### config.mk
export PLATFORM = sky130hd
export DESIGN_NAME = edge_serializer
export DESIGN_NICKNAME = d
export VERILOG_FILES = /design/src/rtl/edge_serializer.sv
export SDC_FILE = /design/constraint.sdc
export NUM_CORES = 1
export LEC_CHECK = 0
export CAP_MARGIN = 20
export CORE_MARGIN = 2
export CORE_UTILIZATION = 48
export DETAILED_ROUTE_END_ITERATION = 8
export GPL_TIMING_DRIVEN = 1
export PLACE_DENSITY = 0.76
export SLEW_MARGIN = 20
export SYNTH_ARGS = -nofsm -noshare
export SYNTH_HDL_FRONTEND = slang
export SYNTH_SLANG_ARGS = --single-unit
### constraint.sdc
create_clock -name clk -period 2.4 [get_ports clk]
set_input_delay 0.24 -clock clk [delete_from_list [all_inputs] [get_ports clk]]
set_output_delay 0.24 -clock clk [all_outputs]
set_load 0.02 [all_outputs]
### src/rtl/edge_serializer.sv
// Fast-clock parallel-to-serial gearbox: loads a word on each aligner edge pulse,
// shifts it out LSB-first in SW-bit slices and tracks the edge period for lock.
module edge_serializer #(
  parameter int unsigned PW       = 8,
  parameter int unsigned SW       = 2,
  parameter int unsigned LOCK_CNT = 4
) (
  input  logic          clk,
  input  logic          reset,
  input  logic          firstedge,
  input  logic [PW-1:0] din,
  input  logic          valid_in,
  output logic [SW-1:0] dout,
  output logic          dout_valid,
  output logic          frame,
  output logic          locked,
  output logic          error
);

  localparam int unsigned R    = PW / SW;
  localparam int unsigned PH_W = (R > 1) ? $clog2(R) : 1;
  localparam int unsigned LC_W = $clog2(LOCK_CNT + 1);

  typedef enum logic [1:0] {
    IDLE   = 2'd0,
    TRACK  = 2'd1,
    LOCKED = 2'd2
  } state_t;

  state_t          state;
  logic [PW-1:0]   sreg;
  logic            vld;
  logic [PH_W-1:0] phase;
  logic [LC_W-1:0] lock_cnt;
  logic            on_time;

  // Last slice of the word is on dout: an edge now is on time, no edge is a wrap.
  assign on_time    = (phase == PH_W'(R - 1));
  assign dout       = sreg[SW-1:0];
  assign dout_valid = vld;

  always_ff @(posedge clk or posedge reset) begin
    if (reset) begin
      state    <= IDLE;
      sreg     <= '0;
      vld      <= 1'b0;
      phase    <= '0;
      lock_cnt <= '0;
      frame    <= 1'b0;
      locked   <= 1'b0;
      error    <= 1'b0;
    end else begin
      error <= 1'b0;
      if (firstedge) begin
        // Load wins over shift; any unsent slices of the old word are dropped.
        sreg  <= din;
        vld   <= valid_in;
        phase <= '0;
        frame <= 1'b1;
        case (state)
          IDLE: begin
            state    <= TRACK;
            lock_cnt <= '0;
          end
          TRACK: begin
            if (on_time) begin
              if (lock_cnt == LC_W'(LOCK_CNT - 1)) begin
                state    <= LOCKED;
                locked   <= 1'b1;
                lock_cnt <= LC_W'(LOCK_CNT);
              end else begin
                lock_cnt <= lock_cnt + LC_W'(1);
              end
            end else begin
              error    <= 1'b1;
              lock_cnt <= '0;
            end
          end
          LOCKED: begin
            if (!on_time) begin
              error    <= 1'b1;
              state    <= TRACK;
              locked   <= 1'b0;
              lock_cnt <= '0;
            end
          end
          default: begin
            state    <= IDLE;
            locked   <= 1'b0;
            lock_cnt <= '0;
          end
        endcase
      end else begin
        sreg  <= sreg >> SW;
        frame <= 1'b0;
        if (on_time) begin
          // Wrap with no new edge: the word is exhausted and the edge went missing.
          phase <= '0;
          vld   <= 1'b0;
          if (state != IDLE) begin
            error    <= 1'b1;
            state    <= IDLE;
            locked   <= 1'b0;
            lock_cnt <= '0;
          end
        end else begin
          phase <= phase + PH_W'(1);
        end
      end
    end
  end

endmodule

==> key figures, run 1 <==
Logic synthesis
  – Mapped Cells: 68
  – Post-synth EDFFs: 0
  – Post-synthesis mux area share: 0.0955
  – Post-Synth Adder-Cell Area: 0.0868
  – Total nets after synthesis: 86
  – Largest family of logic cells by synthesized area: compound AO/OA/AOI/OAI gates
  – Most frequent cell after synthesis: dfrtp_1
  – Area contributors post-synth: dfrtp_1 (55%), ha_1 (8.7%), mux2_2 (7.8%)
  – Avg Cell Area, Syn: 12.7 µm²
  – Post-Synth Simple-Gate Area: 0.0883
  – Top-area cell type share of the netlist area: 0.550
  – Compound-Gate Fraction of Synth Area: 0.113
  – Post-synth top area cell: dfrtp_1
  – Synth Area in XOR/XNOR: 0
  – FF+latch count, synth: 19
  – Commonest cells in the netlist: dfrtp_1 (19), ha_1 (6), inv_1 (6), mux2_2 (6), nand3_1 (3)
  – Ys async rst share: 1.00
  – Register area share after synthesis: 0.550
  – Netlist cell types: 28
  – Main synth FF type: dfrtp_1
  – Synthesized area: 865 µm²
  – Warnings, synthesis: 0

Placement
  – DP Worst Slack: 0.530 ns
  – Dpl hpwl: 1.00 mm
  – Port buffer count: 17
  – Gpl congestion: 0.734
  – Placed Cells: 106
  – Placed cell areas: 1040 µm²

STA
  – Final setup fails: 0
  – Fin Hold WS: 0.342 ns
  – Setup Skew: 0.00206 ns
  – Slew HR: 0.542
  – Setup TNS Final: 0 ns
  – FMAX: 0.559 GHz
  – Max-slew violations: 0
  – Final hold vios: 0
  – Tcrit/Tclk final: 0.745
  – RSZ-0062 raised after global routing: no
  – Fin crit period: 1.79 ns
  – Slew @ Worst Pin: 0.686 ns
  – Final setup margin: 0.611 ns

Setup path
  – CP endpoint kind: register
  – Crit path largest cell delay: 0.45 ns
  – WP data arrival: 1.99 ns
  – Crit-path max FO: 7
  – CP Depth: 5
  – CP delay by family, top: simple AND/OR/NAND/NOR gates
  – Depth of the most critical reg-to-reg path: 5
  – CP Cell Sequence: inv_1, ha_1, or3b_1, and2_4, mux2_4
  – Critical path class: register to register
  – Buffers & Inverters on Critical Path: 1
  – CP startpoint kind: register
  – Worst Path Required: 2.60 ns
  – Worst-path cell with the longest stage delay: or3b_1

CTS
  – Max clock buf depth: 2
  – # clock sinks: 19
  – Post-CTS setup buffers: 0
  – PostCTS Resize Cnt: 0
  – TritonCTS clock tree: yes
  – Clock Latency Late Sink: 0.30 ns
  – H-tree depth: 1
  – Clock Pin Slew Worst Setup and Hold Paths: 0.11 ns
  – TritonCTS buffer count: 3
  – Cts hold-fix bufs: 0
  – CTS root buf: clkbuf_4

Die
  – Die Ht: 46.4 µm
  – Core area: 1710 µm²
  – Die area: 2160 µm²
  – Num rows: 15
  – Starting Density: 0.506
  – Die Wd: 46.4 µm
  – Io pins: 18

Power
  – Power density cells: 641 nW/µm²
  – Maximum vdd drop: 368 µV
  – P_leak: 0.476 nW
  – Sw frac: 0.280
  – P_sw: 0.191 mW
  – Internal cell power: 0.492 mW
  – Tot Pwr: 0.683 mW
  – Sequential power share: 0.536
  – Gate power share: 0.224
  – Clock power frac: 0.240

Detailed routing
  – Metal3 WL: 51 µm
  – Post-Route M1 WL: 638 µm
  – Starting DRC count in detailed routing: 9
  – Via density: 5.02
  – Residual DRC: 0
  – WL final: 1.38 mm
  – Via Count: 552
  – DRT antenna net count: 0
  – WL met2: 638 µm
  – DRT Pass-1 Iters: 4
  – DR top layer: met4
  – Wire per inst: 12.5 µm

Global route
  – Vias in the first global route: 565
  – GRT Total Usage: 0.169
  – Pin count of the biggest net entering global routing: 20
  – Grt ovf: 0
  – Antenna violations before repair: 0
  – First-pass GRT wire length: 2.39 mm

Finish
  – Post-route cell area: 1060 µm²
  – Util after Layout: 0.623
  – Fin nets: 104
  – Share of layout cells above drive strength 1: 0.165
  – Layout area overhead: 23.2%
  – Diode count: 0
  – Layout Cells excl Fill: 110

Job
  – Maxcap violations: 0

Worst hold path
  – Hold Crit Class: input pin to async pin

Run status
  – Status: completed
[worst paths after layout]
| kind | start | end | slack [ns] |
|---|---|---|---|
| max in group asynchronous | reset | sreg[5]$_DFF_PP0_ | 1.63 |
| min | reset | error$_DFF_PP0_ | 0.34 |
| min in group clk | phase[0]$_DFF_PP0_ | phase[0]$_DFF_PP0_ | 0.44 |
| max | state[0]$_DFFE_PP0P_ | lock_cnt[0]$_DFFE_PP0P_ | 0.61 |
| min reg2reg | phase[0]$_DFF_PP0_ | phase[0]$_DFF_PP0_ | 0.44 |
| max reg2reg | state[0]$_DFFE_PP0P_ | lock_cnt[0]$_DFFE_PP0P_ | 0.61 |
[final cells by class]
class                   instances  area, µm²
fillers                       148        643
well taps                      25       31.3
flip-flops and latches         19        475
clock buffers                   4       26.3
repair buffers                 18        178
multi-input cells              38        332
inverters                       6       22.5
[state kept, by name (all words and copies together) (netlist names)]
name,flops
frame,1
sreg,8
lock_cnt,3
locked,1
state,2
dout_valid,1
phase,2
error,1
[routing by layer]
layer  global-route usage  vias to the layer above
met5                    0                        -
met4                0.137                        0
met3               0.0353                        5
met2                0.250                       14
met1                0.211                      262
li1                     -                      271
[cells by family after synthesis]
logic type | after synthesis
DFF | 19
muxes | 7
and+or+nand+nor | 13
buffers and inverters | 11
adders and majority gates | 6
AOI/OAI and AO/OA | 12
[cells in the final DEF, fill, tap and decap left out, drive strengths merged, types with 2 or more instances in the layout]
cell type,n
and2,3
clkbuf,4
clkdlybuf4s50,17
dfrtp,19
ha,6
inv,6
mux2,7
nand3,3
nor2,2
o21ai,2
o31ai,2
o41ai,2
[worst register-to-register path: cells and delay by family (launching register included)]
family / cells / cell delay (ns)
muxes: 1 / 0.29
adders and majority gates: 1 / 0.23
and+or+nand+nor: 2 / 0.66
DFF: 1 / 0.42
buffers and inverters: 1 / 0.08
[power by group through the flow]
stage	clock [mW]	combinational [mW]	sequential (mW)
after detailed placement	0	0.153	0.372
after global placement	0	0.148	0.370
after floorplan	0	0.0903	0.378
final	0.164	0.153	0.366
after CTS	0.170	0.154	0.365
after global routing	0.183	0.170	0.369
Note: power is estimated with default switching activity, not from simulation.
==> inputs of run 2 (changes only) <==
CORE_UTILIZATION = 44   (was 48)
PLACE_DENSITY = 0.73   (was 0.76)
clock period = 1.6 ns   (was 2.4 ns; I/O delays follow)
==> run 2 against run 1 <==
Net effect:
- wire length is 11% higher
- largest power group unchanged
- hold slack worse by 0.15 ns
- critical path depth stayed put
- clock skew is 0.00085 ns higher
- sequential share of layout area is 3.0 points lower
- global-route usage is 1.9 points lower
- highest routed layer is now met3
- die area is 8.3% higher
- sequential cell count stayed put
- via count is 5.1% higher
- non-clock buffer count is 9 higher
==> key figures, run 2 (synthesis results as in run 1) <==
Job
  – Maxcap violations: 0 (unchanged)

CTS
  – H-tree depth: 1 (unchanged)
  – CTS root buf: clkbuf_4
  – TritonCTS clock tree: yes
  – Clock Pin Slew Worst Setup and Hold Paths: 0.10 ns (about the same)
  – Max clock buf depth: 2 (unchanged)
  – TritonCTS buffer count: 3 (unchanged)
  – # clock sinks: 19 (unchanged)
  – Clock Latency Late Sink: 0.29 ns (about the same)

Finish
  – Register with the most flip-flops: sreg
  – Layout area overhead: 32.0%
  – Diode count: 0 (unchanged)
  – Largest registers: sreg x8, lock_cnt x3
  – Largest register FFs: 8 (unchanged)
  – Commonest cells after routing, fill and taps aside: dfrtp_1 (19), clkdlybuf4s50_1 (17), buf_4 (10)
  – Most common cell after layout, fill and taps aside: dfrtp_1
  – Fin nets: 113 (+8.7%)
  – Share of layout cells above drive strength 1: 0.298 (+0.133)

Global route
  – First-pass GRT wire length: 2.65 mm (+11%)
  – GRT Total Usage: 0.150 (-0.0191)
  – Grt ovf: 0 (unchanged)
  – Antenna violations before repair: 0 (unchanged)
  – Vias in the first global route: 573 (+1.4%)
  – Pin count of the biggest net entering global routing: 20 (unchanged)

Setup path
  – Buffers & Inverters on Critical Path: 1 (unchanged)
  – Crit path largest cell delay: 0.39 ns (-0.06 ns)
  – Worst-path cell with the longest stage delay: or3b_1
  – Critical path class: register to register
  – CP startpoint kind: register
  – WP data arrival: 1.74 ns (-0.25 ns)
  – Crit-path max FO: 3 (-4)
  – CP endpoint kind: register
  – Worst Path Required: 1.79 ns (-0.81 ns)
  – CP delay by family, top: simple AND/OR/NAND/NOR gates
  – CP Cell Sequence: inv_2, ha_2, or3b_1, and2_4, mux2_4

Worst hold path
  – Hold Crit Class: input pin to async pin

Detailed routing
  – DRT antenna net count: 0 (unchanged)
  – Via density: 4.79 (-4.5%)
  – Wire per inst: 12.6 µm (+0.80%)
  – Starting DRC count in detailed routing: 1 (-8)
  – WL final: 1.53 mm (+11%)
  – Residual DRC: 0 (unchanged)
  – Via Count: 580 (+5.1%)
  – DRT Pass-1 Iters: 4 (unchanged)

Placement
  – Dpl hpwl: 1.13 mm (+13%)
  – Port buffer count: 17 (unchanged)
  – DP Worst Slack: 0.0119 ns (-0.518 ns)
  – Gpl congestion: 0.756 (+3.0%)

Die
  – Die Wd: 48.3 µm (+4.1%)
  – Num rows: 16 (+1)
  – Die area: 2340 µm² (+8.3%)
  – Io pins: 18 (unchanged)
  – Starting Density: 0.455 (-0.0516)
  – Die Ht: 48.3 µm (+4.1%)
  – Core area: 1900 µm² (+11%)

STA
  – Tcrit/Tclk final: 0.969 (+0.224)
  – Fin crit period: 1.55 ns (-0.239 ns)
  – Slew HR: 0.804 (+0.262)
  – Fin Hold WS: 0.188 ns (-0.154 ns)
  – Setup Skew: 0.00291 ns (+0.000848 ns)
  – Final hold vios: 0 (unchanged)
  – Final setup margin: 0.0499 ns (-0.561 ns)
  – Slew @ Worst Pin: 0.290 ns (-0.396 ns)
  – Max-slew violations: 0 (unchanged)
  – FMAX: 0.645 GHz (+15%)
  – Final setup fails: 0 (unchanged)

Power
  – P_leak: 0.520 nW (+9.3%)
  – Power density cells: 918 nW/µm² (+43%)
  – Maximum vdd drop: 531 µV (+44%)

Run status
  – Status: completed
## run 2: path summary, 6_finish.rpt
path                                      start                       to  slack (ns)  cells after the start
min in group clk                         din[7]        sreg[7]$_DFF_PP0_        0.43                      2
hold / removal                            reset        sreg[7]$_DFF_PP0_        0.19                      3
max in group asynchronous                 reset       locked$_DFFE_PP0P_        1.21                      3
setup / recovery           state[1]$_DFFE_PP0P_  lock_cnt[0]$_DFFE_PP0P_        0.05                      5
setup reg to reg           state[1]$_DFFE_PP0P_  lock_cnt[0]$_DFFE_PP0P_        0.05                      5
hold reg to reg              phase[0]$_DFF_PP0_       phase[0]$_DFF_PP0_        0.44                      1
## run 2: cell type report
type                            count  area, µm²
Timing Repair Buffer               27        245
Inverter                            6       22.5
Fill cell                         165        761
Clock buffer                        3       22.5
Sequential cell                    19        475
Multi-Input combinational cell     38        337
Clock inverter                      1       5.00
Tap cell                           27       33.8
## run 2: stage by stage
step,utilization,std cells,area [µm²],power [mW],setup TNS (ns)
final,0.600,121,1140,1.05,0
after global routing,0.600,121,1140,1.11,-0.00961
after CTS,0.595,120,1130,1.06,0
after detailed placement,0.580,116,1100,0.820,0
after global placement,0.580,116,1100,0.805,0
after floorplan,-,68,873,0.705,-0.0666
## run 2: report_power, final
group          total (mW)  internal [mW]  switching [mW]
clock network       0.234         0.0930           0.141
logic               0.271          0.144           0.127
registers           0.543          0.524          0.0188
total                1.05          0.761           0.287
## run 2: routing by layer
metal | GRT usage | vias to the layer above | wire length, µm
met1 | 0.195 | 274 | 701
met2 | 0.234 | 12 | 772
met3 | 0.0401 | 0 | 54
met4 | 0.0714 | 0 | 0
li1 | - | 294 | -
met5 | 0 | - | 0
## run 2: what timing repair did
item,CTS,global route
hold buffers,0,0
gates resized for setup,0,4
setup buffers,0,1
endpoints found under the setup margin,0,4
## run 2: worst reg2reg max path, stage by stage, from the launching register on
cell and delay (ns):
dfrtp_1 0.37, inv_2 0.05, ha_2 0.19, or3b_1 0.39, and2_4 0.16, mux2_4 0.29
==> inputs of run 3 (changes only) <==
CORE_MARGIN = 4   (was 2)
CTS_CLUSTER_SIZE = 25   (was not set)
GPL_TIMING_DRIVEN = not set   (was 1)
==> run 3 against run 2 <==
Net effect:
- wire length is 1.4% higher
- global-route usage decreased by 2.2 points
- cell count down 2.5%
- setup slack worse by 0.016 ns
- largest power group unchanged
- sequential share of layout area decreased by 0.27 points
- total power up 2.6%
- hold slack lost 0.0083 ns
- core utilization up 3.7 points
- critical endpoint unchanged
- combinational power rose by 11%
- fmax down 1.0%
- clock skew is 0.0020 ns lower
==> key figures, run 3 (synthesis results as in run 1) <==
Placement
  – Dpl hpwl: 1.12 mm (-0.49%)
  – Gpl congestion: 0.775 (+2.5%)
  – Port buffer count: 17 (unchanged)

STA
  – Fin crit period: 1.57 ns (+0.0164 ns)
  – Fin Hold WS: 0.179 ns (-0.00834 ns)
  – Setup Skew: 0.000957 ns (-0.00195 ns)
  – Max-slew violations: 0 (unchanged)
  – Final setup fails: 0 (unchanged)
  – Slew HR: 0.780 (-0.0238)
  – Tcrit/Tclk final: 0.979 (+0.0102)
  – FMAX: 0.638 GHz (-1.0%)
  – Final hold vios: 0 (unchanged)
  – Slew @ Worst Pin: 0.326 ns (+0.0365 ns)

Job
  – Maxcap violations: 0 (unchanged)

CTS
  – TritonCTS buffer count: 3 (unchanged)
  – TritonCTS clock tree: yes
  – # clock sinks: 19 (unchanged)
  – H-tree depth: 1 (unchanged)
  – Clock Latency Late Sink: 0.29 ns (about the same)
  – Clock Pin Slew Worst Setup and Hold Paths: 0.10 ns (about the same)
  – Max clock buf depth: 2 (unchanged)
  – CTS root buf: clkbuf_4

Setup path
  – Worst-path cell with the longest stage delay: dfrtp_1
  – CP delay by family, top: simple AND/OR/NAND/NOR gates
  – WP data arrival: 1.75 ns (about the same)
  – CP startpoint kind: register
  – Worst Path Required: 1.78 ns (about the same)
  – Crit path largest cell delay: 0.36 ns (-0.03 ns)
  – CP endpoint kind: register
  – Crit-path max FO: 3 (unchanged)
  – CP Cell Sequence: inv_1, ha_4, or3b_1, and2_4, mux2_4
  – Critical path class: register to register
  – Buffers & Inverters on Critical Path: 1 (unchanged)

Global route
  – Vias in the first global route: 589 (+2.8%)
  – Antenna violations before repair: 0 (unchanged)
  – Pin count of the biggest net entering global routing: 20 (unchanged)
  – Grt ovf: 0 (unchanged)
  – First-pass GRT wire length: 2.58 mm (-2.6%)
  – GRT Total Usage: 0.128 (-0.0218)

Die
  – Num rows: 15 (-1)
  – Die Wd: 52.3 µm (+8.3%)
  – Die area: 2740 µm² (+17%)
  – Starting Density: 0.480 (+0.0253)
  – Die Ht: 52.3 µm (+8.3%)
  – Core area: 1800 µm² (-5.3%)
  – Io pins: 18 (unchanged)

Power
  – Tot Pwr: 1.07 mW (+2.6%)
  – Power density cells: 936 nW/µm² (+1.9%)
  – P_leak: 0.515 nW (-1.0%)
  – Maximum vdd drop: 619 µV (+17%)

Detailed routing
  – Via density: 4.88 (+1.8%)
  – Via Count: 576 (-0.69%)
  – Residual DRC: 0 (unchanged)
  – Starting DRC count in detailed routing: 4 (+3)
  – Wire per inst: 13.1 µm (+4.0%)
  – DRT antenna net count: 0 (unchanged)
  – WL final: 1.55 mm (+1.4%)
  – DRT Pass-1 Iters: 4 (unchanged)

Finish
  – Fillers: 165 (unchanged)
  – Multi-input logic area: 355 µm² (+5.6%)
  – Largest register FFs: 8 (unchanged)
  – Layout area overhead: 32.9%
  – Commonest cells after routing, fill and taps aside: dfrtp_1 (19), clkdlybuf4s50_1 (17), buf_4 (9)
  – Largest registers: sreg x8, lock_cnt x3
  – Diode count: 0 (unchanged)
  – Register with the most flip-flops: sreg
  – Sequential cell area: 475 µm² (unchanged)
  – Share of layout cells above drive strength 1: 0.280 (-0.0183)
  – Fin nets: 112 (-0.88%)
  – Most common cell after layout, fill and taps aside: dfrtp_1

Run status
  – Status: completed

Worst hold path
  – Hold Crit Class: input pin to async pin
[run 3: power breakdown]
part	internal, mW	total (mW)	switching (mW)
clock network	0.0969	0.233	0.136
registers	0.524	0.540	0.0159
logic	0.165	0.302	0.137
[run 3: metal layers]
| layer | wire length, µm | track usage |
|---|---|---|
| met1 | 685 | 0.162 |
| met5 | 0 | 0 |
| met3 | 56 | 0.0427 |
| met4 | 12 | 0.0383 |
| met2 | 796 | 0.207 |
[run 3: cell type report]
class | count | share of cell area
Sequential cell | 19 | 0.414
Multi-Input combinational cell | 38 | 0.309
Timing Repair Buffer | 26 | 0.207
Tap cell | 25 | 0.0272
Clock buffer | 4 | 0.0229
Inverter | 6 | 0.0196
[run 3: path summary, 6_finish.rpt]
path                                           start                 endpoint  slack, ns  cells after the start
worst max-delay path            state[0]$_DFFE_PP0P_  lock_cnt[0]$_DFFE_PP0P_       0.03                      5
worst min-delay path                           reset        sreg[1]$_DFF_PP0_       0.18                      3
worst max register to register  state[0]$_DFFE_PP0P_  lock_cnt[0]$_DFFE_PP0P_       0.03                      5
worst min register to register    phase[0]$_DFF_PP0_       phase[0]$_DFF_PP0_       0.44                      1
max in group asynchronous                      reset       phase[0]$_DFF_PP0_       1.23                      3
min in group clk                              din[6]        sreg[6]$_DFF_PP0_       0.44                      2
[run 3: timing repair]
| action | CTS | global route |
|---|---|---|
| pin swaps | 0 | 2 |
| hold buffers | 0 | 0 |
| gates resized for setup | 0 | 6 |
| endpoints found under the setup margin | 1 | 3 |
| cloned | 0 | 0 |
| buffers inserted | 1 | 1 |
[run 3: worst register-to-register path: stages, from the launching register on]
cell,delay (ns)
dfrtp_1,0.36
inv_1,0.09
ha_4,0.17
or3b_1,0.36
and2_4,0.19
mux2_4,0.29
[run 3: per-stage QoR]
stage | instance area, µm² | std cells | setup slack [ns] | util | setup TNS [ns]
after CTS | 1120 | 117 | 0.00457 | 0.622 | 0
final | 1150 | 118 | 0.0336 | 0.638 | 0
after floorplan | 873 | 68 | -0.0628 | - | -0.0666
after global placement | 1090 | 112 | 0.0266 | 0.603 | 0
after global routing | 1150 | 118 | -0.00616 | 0.638 | -0.00616
after detailed placement | 1090 | 112 | -0.00842 | 0.603 | -0.00842
